**src/rtl/my_interface.sv**
```systemverilog
// Endpoint for the a/b/c signal group: combinational and registered c = a & b,
// one-cycle rising-edge pulses for a, b and c, and a saturating count of c rises.
module my_interface #(
    parameter int CNT_W = 4
) (
    input  logic             clk,
    input  logic             rst_n,
    input  logic             a_i,
    input  logic             b_i,
    input  logic             clr_i,
    output logic             c_o,
    output logic             c_q_o,
    output logic             a_rise_o,
    output logic             b_rise_o,
    output logic             c_rise_o,
    output logic [CNT_W-1:0] c_cnt_o,
    output logic             cnt_sat_o
);

    localparam logic [CNT_W-1:0] CNT_MAX = '1;

    logic a_d;
    logic b_d;
    logic c_d;
    logic c_now;
    logic c_rise_now;

    assign c_now      = a_i & b_i;
    assign c_rise_now = c_now & ~c_d;

    // Combinational path is deliberately independent of reset.
    assign c_o = c_now;

    // NOTE: non-blocking assignments so every flop samples the pre-edge value of
    // its neighbours; blocking here would let c_d feed the rise logic same-edge.
    always_ff @(posedge clk or negedge rst_n) begin
        if (!rst_n) begin
            a_d      <= 1'b0;
            b_d      <= 1'b0;
            c_d      <= 1'b0;
            c_q_o    <= 1'b0;
            a_rise_o <= 1'b0;
            b_rise_o <= 1'b0;
            c_rise_o <= 1'b0;
            c_cnt_o  <= '0;
        end else begin
            a_d      <= a_i;
            b_d      <= b_i;
            c_d      <= c_now;
            c_q_o    <= c_now;
            a_rise_o <= a_i & ~a_d;
            b_rise_o <= b_i & ~b_d;
            c_rise_o <= c_rise_now;
            // Clear beats a coincident increment; the count sticks at all-ones.
            if (clr_i) begin
                c_cnt_o <= '0;
            end else if (c_rise_now && (c_cnt_o != CNT_MAX)) begin
                c_cnt_o <= c_cnt_o + 1'b1;
            end
        end
    end

    assign cnt_sat_o = (c_cnt_o == CNT_MAX);

endmodule

```
**config.mk**
```make
export PLATFORM = sky130hd
export DESIGN_NAME = my_interface
export DESIGN_NICKNAME = d
export VERILOG_FILES = /design/src/rtl/my_interface.sv
export SDC_FILE = /design/constraint.sdc
export NUM_CORES = 1
export LEC_CHECK = 0
export ABC_AREA = 1
export CAP_MARGIN = 30
export CORE_UTILIZATION = 25
export CTS_BUF_LIST = sky130_fd_sc_hd__clkbuf_8
export DETAILED_ROUTE_END_ITERATION = 12
export PLACE_DENSITY = 0.47
export SETUP_SLACK_MARGIN = 0.5
export SYNTH_ARGS = -nofsm -noshare
export SYNTH_HDL_FRONTEND = slang
export SYNTH_SLANG_ARGS = --single-unit
```
**constraint.sdc**
```tcl
create_clock -name clk -period 1.16 [get_ports clk]
set_clock_uncertainty 0.05 [all_clocks]
set_input_delay 0.116 -clock clk [delete_from_list [all_inputs] [get_ports clk]]
set_output_delay 0.116 -clock clk [all_outputs]
set_load 0.02 [all_outputs]
```
==> impl_metrics.yaml, run 1 <==
status:
  status: "finished, violations left"
  violations: "negative setup slack"
sta:
  fmax_ghz: 0.748
  min_period_over_period_pct: 115
  period_needed_ps: 1340
  rsz0062_at_grt: "yes"
  tns_ps: -968
  setup_viol: 7
  final_max_slew_viol_count: 0
  hold_viol: 0
  finalWorstSetupSlack_ps: -178
  max_slew_margin_pct: 85.3
  worst_slew_pin_slew_ps: 219
layout:
  layout_commonest_cell: "buf_6"
  fin_area_um2: 812
  layout_common_cells: "15 x buf_6, 10 x buf_4, 8 x nand2_1, 7 x dfrtp_1"
  fin_cells: 92
  drive_gt1_share_pct: 61.8
  diodes: 0
  num-nets-final: 83
  syn_to_final_growth_pct: 90.3
global_routing:
  top_usage_layer: "met2"
  grt_pass1_vias: 364
  met2_usage_pct: 15.2
  track_usage_pct: 12.3
  grt_util_met1_pct: 14.4
  grtUsageMet3_pct: 7.66
  grt_max_degree: 7
  grt-ovfl-total: 0
  antenna_found_initial: 0
  grt_first_pass_wirelength_um: 1510
floorplan:
  die_y_um: 43.3
  chipWidth_um: 43.3
  ios: 15
  rows: 14
  core-area_um2: 1540
  dieArea_um2: 1880
  start_util_pct: 27.7
placement:
  hpwl_um: 656
  io_buffer_count: 14
  pre_cts_ws_ps: -320
  routabilityCongestion: 0.689
  dp.cells: 82
  post_dp_cell_area_um2: 678
route:
  vias_per_cell: 4.32
  via_count: 397
  dr.pass1.iters: 4
  wl_per_cell_um: 10.3
  postRouteAntennaNets: 0
  wirelength_um: 943
  drt_iter0_drc: 5
  drc: 0
clock_tree:
  holdBufCountCts: 0
  clk_pin_slew_ps: 40
  root_buffer: "clkbuf_8"
  clock_sinks: 10
  clock_latency_ps: 240
  cts_tree: "done"
  cts_max_level: 1
  cts_buffers: 3
  clockBufferDepth: 2
power_and_ir_drop:
  power_leakage_uw: 0.000434
  power_uw: 931
  ir_drop_mv: 1.26
  power_density_nw_per_um2: 1150
worst_setup_path:
  cp_max_fo: 2
  crit_path_end_kind: "primary output"
  crit_path_start_kind: "register"
  rrSetupSlack_ps: -170
  crit_type: "register to primary output"
  worstPathRequired_ps: 990
  crit_arrival_ps: 1170
synth:
  syn-mean-instance-area_um2: 9.92
  seq_area_frac_synth_pct: 58.7
  synth_cell_types: 11
  synthCells: 43
  syn_area_um2: 427
  ys_ff_latch: 10
  ys.warnings.count: 0
  synth_nets: 49
run:
  cap_viol_max_count: 0
hold_path:
  holdCritPathClass: "input pin to async pin"
final timing paths:
path | startpoint | cells past startpoint | end
setup / recovery | c_cnt_o[0] | 5 | cnt_sat_o
max in group asynchronous | rst_n | 2 | b_rise_o
min in group clk | a_i | 3 | c_d
hold / removal | rst_n | 1 | c_cnt_o[2]
hold reg to reg | b_d | 1 | b_rise_o
setup reg to reg | c_cnt_o[0] | 8 | c_cnt_o[0]
cells in the mapped netlist, drive strengths merged:
master / number / area share, %
dfrtp: 10 / 59
ha: 1 / 2.9
inv: 7 / 6.2
nand2: 11 / 9.7
nand3: 3 / 4.7
nand4: 3 / 4.4
nor2: 7 / 12
or2: 1 / 1.5
metrics by stage:
step | hold slack (ps) | utilization (%)
CTS | 47.4 | 49.4
global placement | 295 | 44.0
detailed placement | 298 | 44.0
floorplan | -230 | -
finish | 50.3 | 52.7
global route | 66.1 | 52.7
sequential cells by signal, summed over array words and instances (netlist names):
name      count
c_d           1
a_rise_o      1
b_rise_o      1
b_d           1
c_rise_o      1
a_d           1
c_cnt_o       4
layout make-up:
class                      count  area [um^2]
tap                           16         20.0
inverter                       7         26.3
sequential                    10          254
timing repair buffer          29          274
multi-input combinational     26          183
fill                         155          729
clock buffer                   4         55.1
cell families (layout without fill, tap and decap cells):
kind of cell             count (synthesis)  count (layout)  synth area share [%]
AND/OR/NAND/NOR                         25              25                  32.3
flip-flops                              10              10                  58.7
buffers and inverters                    7              40                  6.16
adder cells (fa/ha/maj)                  1               1                  2.93
critical path, cell delays in order, from the launching register on:
cell     delay, ps
dfrtp_2        420
ha_4           170
nand2_4         70
nor2_4          40
buf_4          130
buf_6          120
routing by layer:
metal	part of all wire [%]	wire length, um	vias up
met2	48	454	9
met1	42	396	184
li1	-	-	200
met3	5.4	51	4
met4	4.2	40	0
met5	0	0	-
repair_timing:
| action | in CTS | in global routing |
|---|---|---|
| pin swaps | 5 | 1 |
| cloned | 0 | 0 |
| setup endpoints to repair | 17 | 14 |
| gates resized for setup | 72 | 6 |
| setup buffers | 2 | 4 |
power breakdown:
part	switching (uW)	internal, uW	leakage [uW]
logic	63.7	67.8	0.000279
registers	7.81	365	0.000126
clock network	129	298	0.0000288
Note: power is estimated with default switching activity, not from simulation.
==> inputs of run 2 (changes only) <==
Settings changed: HOLD_SLACK_MARGIN set to 0.08.
==> results of run 2 <==
Final layout, timing and power as in run 1 (identical DEF).
